--- src/rtl/m_cycleacc_pkg.sv ---
// Shared definitions for the architectural cycle accumulator.
// Holds counter widths, the split-add state encoding and the addend width helper.
// Imported by m_cycleacc and m_cycleacc_half.
package m_cycleacc_pkg;

  localparam int CYCLE_W = 64;
  localparam int HALF_W  = 32;

  typedef enum logic {
    IDLE   = 1'b0,
    ADD_HI = 1'b1
  } state_t;

  // The overflow flag sits directly above the count, so the addend is one bit wider.
  function automatic int addend_w(input int cntw);
    return cntw + 1;
  endfunction

endpackage

--- src/rtl/m_cycleacc_half.sv ---
// One 32-bit half of the cycle counter: register with carry-in adder and write override.
// Latency: q updates at the edge after add_en/wr_en; sum/cout are combinational from q.
// Backpressure: none; wr_en always wins over add_en.
// Ports: clk, rst_n, add_en, addend, cin, wr_en, wr_data -> q, sum, cout.
module m_cycleacc_half
  import m_cycleacc_pkg::*;
(
  input  logic              clk,
  input  logic              rst_n,
  input  logic              add_en,
  input  logic [HALF_W-1:0] addend,
  input  logic              cin,
  input  logic              wr_en,
  input  logic [HALF_W-1:0] wr_data,
  output logic [HALF_W-1:0] q,
  output logic [HALF_W-1:0] sum,
  output logic              cout
);

  assign {cout, sum} = {1'b0, q} + {1'b0, addend} + {{HALF_W{1'b0}}, cin};

  always_ff @(posedge clk or negedge rst_n) begin
    if (!rst_n) begin
      q <= '0;
    end else if (wr_en) begin
      q <= wr_data;
    end else if (add_en) begin
      q <= sum;
    end
  end

endmodule

--- src/rtl/m_cycleacc.sv ---
// Adds per-instruction cycle counts into the 64-bit mcycle/mcycleh counter; serves CSR reads/writes.
// Latency: SPLIT=1 lo +1 cycle, hi +2 cycles after accept; SPLIT=0 both +1 cycle. Reads: rd_data +1 cycle.
// Backpressure: ccnt_ready low in ADD_HI and in any cycle carrying a CSR write.
// Ports: ccnt_valid/ccnt/ccnt_ovf/ccnt_ready (count handoff), rd_lo/rd_hi -> rd_data/rd_valid,
//        wr_lo/wr_hi/wr_data (CSR writes).
module m_cycleacc
  import m_cycleacc_pkg::*;
#(
  parameter int CNTW  = 6,
  parameter int SPLIT = 1
) (
  input  logic              clk,
  input  logic              rst_n,
  input  logic              ccnt_valid,
  input  logic [CNTW-1:0]   ccnt,
  input  logic              ccnt_ovf,
  output logic              ccnt_ready,
  input  logic              rd_lo,
  input  logic              rd_hi,
  output logic [HALF_W-1:0] rd_data,
  output logic              rd_valid,
  input  logic              wr_lo,
  input  logic              wr_hi,
  input  logic [HALF_W-1:0] wr_data
);

  localparam int AW = addend_w(CNTW);

  state_t            state_q, state_d;
  logic              carry_q;
  logic              accept;
  logic [HALF_W-1:0] lo_addend;
  logic [HALF_W-1:0] lo_q, lo_sum;
  logic              lo_cout;
  logic [HALF_W-1:0] hi_q, hi_sum;
  logic              hi_cout_unused;
  logic              hi_add_en;
  logic              hi_cin;
  logic [HALF_W-1:0] snap_src;
  logic [HALF_W-1:0] snap_hi;

  assign ccnt_ready = (state_q == IDLE) & ~wr_lo & ~wr_hi;
  assign accept     = ccnt_valid & ccnt_ready;
  assign lo_addend  = {{(HALF_W-AW){1'b0}}, ccnt_ovf, ccnt};

  // carry_q is only non-zero during ADD_HI, so hi_sum is the post-ADD_HI value in
  // both states; that makes it the coherent high word for a snapshot.
  always_comb begin
    hi_add_en = 1'b0;
    hi_cin    = 1'b0;
    snap_src  = hi_q;
    state_d   = state_q;
    if (SPLIT != 0) begin
      hi_add_en = (state_q == ADD_HI);
      hi_cin    = carry_q;
      snap_src  = hi_sum;
      case (state_q)
        IDLE:    if (accept) state_d = ADD_HI;
        ADD_HI:  state_d = IDLE;
        default: state_d = IDLE;
      endcase
    end else begin
      hi_add_en = accept;
      hi_cin    = lo_cout;
    end
  end

  always_ff @(posedge clk or negedge rst_n) begin
    if (!rst_n) begin
      state_q <= IDLE;
      carry_q <= 1'b0;
    end else begin
      state_q <= state_d;
      carry_q <= (SPLIT != 0) && accept && lo_cout;
    end
  end

  m_cycleacc_half u_lo (
    .clk     (clk),
    .rst_n   (rst_n),
    .add_en  (accept),
    .addend  (lo_addend),
    .cin     (1'b0),
    .wr_en   (wr_lo),
    .wr_data (wr_data),
    .q       (lo_q),
    .sum     (lo_sum),
    .cout    (lo_cout)
  );

  // wr_en overrides add_en inside the half, so a wr_hi during ADD_HI drops the carry.
  m_cycleacc_half u_hi (
    .clk     (clk),
    .rst_n   (rst_n),
    .add_en  (hi_add_en),
    .addend  ({HALF_W{1'b0}}),
    .cin     (hi_cin),
    .wr_en   (wr_hi),
    .wr_data (wr_data),
    .q       (hi_q),
    .sum     (hi_sum),
    .cout    (hi_cout_unused)
  );

  // rd_lo has priority and captures the matching high word; rd_hi replays it.
  always_ff @(posedge clk or negedge rst_n) begin
    if (!rst_n) begin
      rd_data  <= '0;
      rd_valid <= 1'b0;
      snap_hi  <= '0;
    end else begin
      rd_valid <= rd_lo | rd_hi;
      if (rd_lo) begin
        rd_data <= lo_q;
        snap_hi <= snap_src;
      end else if (rd_hi) begin
        rd_data <= snap_hi;
      end
    end
  end

endmodule

--- config.mk ---
export PLATFORM = sky130hd
export DESIGN_NAME = m_cycleacc
export DESIGN_NICKNAME = d
export VERILOG_FILES = /design/src/rtl/m_cycleacc_pkg.sv /design/src/rtl/m_cycleacc_half.sv /design/src/rtl/m_cycleacc.sv
export SDC_FILE = /design/constraint.sdc
export NUM_CORES = 1
export LEC_CHECK = 0
export ABC_AREA = 1
export CAP_MARGIN = 10
export CORE_UTILIZATION = 35
export CTS_CLUSTER_SIZE = 12
export DETAILED_ROUTE_END_ITERATION = 10
export GPL_TIMING_DRIVEN = 0
export PLACE_DENSITY_LB_ADDON = 0.2
export SYNTH_ARGS = -nofsm -noshare
export SYNTH_HDL_FRONTEND = slang
export SYNTH_SLANG_ARGS = --single-unit
--- constraint.sdc ---
create_clock -name clk -period 5.2 [get_ports clk]
set_input_delay 1.56 -clock clk [delete_from_list [all_inputs] [get_ports clk]]
set_output_delay 1.56 -clock clk [all_outputs]
set_load 0.01 [all_outputs]
==> out/metrics.cfg, run 1 <==
[status]
status=complete, no violations

[critical_path]
path_class=in2out
crit_path_end_kind=output pin
crit_family=buffers and inverters
cp-start-kind=input port
cp_num_buf_inv=3
slowest_delay_ns=0.54
crit_fanout=7
worstPathRequired_ns=3.64
cp_cell_sequence=buf_6 > nor2_4 > inv_2 > nor2_8 > clkdlybuf4s50_1
cp_slowest_cell=clkdlybuf4s50_1
critical_path_arrival_ns=2.56

[clocking]
cts_made_buffers=17
post-cts-setup-buffer-count=0
cts-root-buf=clkbuf_16
cts_tree=done
clockBufferDepth=2
cts_hold_buffers=0
clk_pin_slew_worst_paths_ns=0.06
clkLatencyLatePin_ns=0.43
htree_levels=4
cts.sinks=131
cts_resized=0

[global_routing]
first_global_vias=6638
grt_first_pass_wirelength_mm=38.3
track_usage_pct=23.8
grt_start_max_net_pins=75
antenna_found_initial=0
grt_overflow=0

[pwr]
share_comb_of_total_power_pct=19.0
power_switching_uw=940
p_leak_nw=4.11
p_clk_share_pct=40.1
irDropWorstVdd_uv=181
intPower_mw=2.14
pwr-share-seq_pct=41.0
finalPower_mw=3.08
swShare_pct=30.5
p_per_area_nw_per_um2=335

[detailed_routing]
wl_per_cell_um=18.4
drc=0
drtIter0Drc=473
wl_mm=24.9
ant_nets=0
routed_via_density=5.03
dr.pass1.iters=5
dr_total_vias=6797

[synth]
synthCells=967
yosys.area.top_type=dfrtp_1
syn_area_um2=7460
syn-num-nets=1023
seq_area_frac_synth_pct=43.9
yosys_register_bits=131
yosys_warnings=0
synth.distinct_cells=36
avgSynthCellArea_um2=7.72
synth_area_leaders=dfrtp_1 44%, nand2_1 20%, a22oi_2 4.0%
synth_largest_type_area_fraction_pct=43.9

[timing]
clock_skew_ns=0.00777
tightest_slew_ns=0.767
maxSlewViolCount=0
slew_headroom_pct=48.8
setup_viol=0
post-route-min-period_ns=4.12
fmax_ghz=0.243
setup-tns-final_ns=0
hold_viol=0
period_share_pct=79.1
grt_setup_unrepaired=no

[placement]
routabilityCongestion=0.932
post-dp-hpwl_mm=19.5
numPortBuffers=76

[flow_run]
maxCapViolations=0

[final_layout]
fillers=2154
drive_gt1_share_pct=8.46
final_nets=1119
final_common_cell=nand2_1
area_growth_pct=23.1
final_cell_mix=390 x nand2_1, 131 x dfrtp_1, 75 x clkdlybuf4s50_1, 66 x nor2_1, 63 x inv_1
n_antenna_cell=0

[floorplanning]
dieArea_um2=21900
ioPinCount=80
initial_utilization_pct=35.6
rows=53
die-width_um=148
coreArea_um2=21000
dieHeight_um=148

[worst_hold_path]
hp-class=reg2reg

## flip-flops by register name, indices dropped and copies added (netlist names)
| name | flops |
|---|---|
| rd_data | 32 |
| snap_hi | 32 |
| u_hi.q | 32 |
| u_lo.q | 32 |
| carry_q | 1 |
| hi_add_en | 1 |
| rd_valid | 1 |
## cells in the mapped netlist
cell,instances
and2_1,3
nand3_1,56
buf_1,6
a21boi_0,1
o21ai_0,29
inv_4,1
a22oi_1,39
nand2_1,390
o21ai_1,7
nor3_2,3
dfrtp_1,131
a22oi_2,24
nand2_4,1
nor3_1,14
buf_2,11
ha_1,9
fa_1,1
nand2_2,3
or2_2,1
nor2_8,1
nor2_2,5
o211ai_1,21
buf_6,4
inv_1,63
nor2_4,4
nor2_1,66
xnor2_1,13
nand4_1,8
clkinv_1,2
inv_2,1
o21bai_1,1
xor2_1,16
clkbuf_1,16
nand3b_1,9
o221ai_1,5
a21oi_1,2
## worst paths after layout
check,from,slack [ns],endpoint,cells past startpoint
setup / recovery,wr_hi,1.08,ccnt_ready,5
hold reg to reg,snap_hi[29]$_DFFE_PN0P_,0.47,snap_hi[29]$_DFFE_PN0P_,2
max in group asynchronous,rst_n,3.31,snap_hi[8]$_DFFE_PN0P_,2
min in group asynchronous,rst_n,1.11,u_lo.q[23]$_DFFE_PN0P_,1
hold / removal,snap_hi[29]$_DFFE_PN0P_,0.47,snap_hi[29]$_DFFE_PN0P_,2
setup reg to reg,carry_q$_DFF_PN0_,3.06,snap_hi[14]$_DFFE_PN0P_,9
## power by group through the flow
stage	registers [mW]	clock network (mW)	logic [mW]
2_1_floorplan	1.26	0	0.318
3_3_place_gp	1.28	0	0.575
3_5_place_dp	1.28	0	0.584
4_1_cts	1.26	1.24	0.588
5_1_grt	1.28	1.29	0.648
6_report	1.26	1.23	0.585
## worst reg2reg max path, delay by kind of cell (launching register included)
| family | cells | cell delay, ns |
|---|---|---|
| fa+ha+maj | 2 | 0.44 |
| simple gates | 6 | 1.03 |
| xor+xnor | 1 | 0.22 |
| flops | 1 | 0.38 |
## cell families (layout without fill, tap and decap cells)
logic type,Yosys count,count (layout),share of synthesized area [%]
buf+inv,104,213,5.85
xor+xnor,29,29,3.40
compound gates,129,129,13.4
flops,131,131,43.9
simple gates,564,564,31.6
fa+ha+maj,10,10,1.78
## area by class of cell
| class | instances | area, um2 | area share [%] |
|---|---|---|---|
| multi-input cells | 732 | 3750 | 40.8 |
| flip-flops and latches | 131 | 3280 | 35.7 |
| repair buffers | 77 | 790 | 8.59 |
| clock buffers | 19 | 433 | 4.71 |
| well taps | 275 | 344 | 3.75 |
| inverters | 67 | 254 | 2.76 |
| plain buffers | 37 | 183 | 1.99 |
| clock inverters | 13 | 159 | 1.73 |
## metrics by stage
stage          cells  hold slack, ns  worst slack [ns]  util, %  instance area (um2)
3_3_place_gp    1318           0.447             -2.98     40.9                 8570
4_1_cts         1351           0.475              1.08     43.8                 9190
3_5_place_dp    1319           0.458              1.08     41.0                 8600
6_report        1351           0.469              1.08     43.8                 9190
2_1_floorplan    967           0.431              1.68        -                 7460
5_1_grt         1351           0.495              1.05     43.8                 9190
## layer usage
layer	GRT usage (%)	wire, um	up-vias
li1	-	-	3362
met1	31.8	11300	3228
met2	39.2	12000	173
met3	3.70	1070	34
met4	8.14	531	0
met5	0	0	-
Note: power is estimated with default switching activity, not from simulation.
==> run 2, diff against run 1 <==
==> constraint.sdc (replaced) <==
create_clock -name clk -period 4.15 [get_ports clk]
set_input_delay 1.245 -clock clk [delete_from_list [all_inputs] [get_ports clk]]
set_output_delay 1.245 -clock clk [all_outputs]
set_load 0.01 [all_outputs]
==> results of run 2 <==
Same layout as run 1 (identical final DEF). Status: complete, no violations.
Among the figures that moved: setup slack after placement 1.08 ns -> 0.657 ns; setup slack after layout 1.08 ns -> 0.664 ns; register-to-register setup slack 3.06 ns -> 2.01 ns; total power 3.08 mW -> 3.86 mW; worst IR drop on VDD 181 uV -> 227 uV
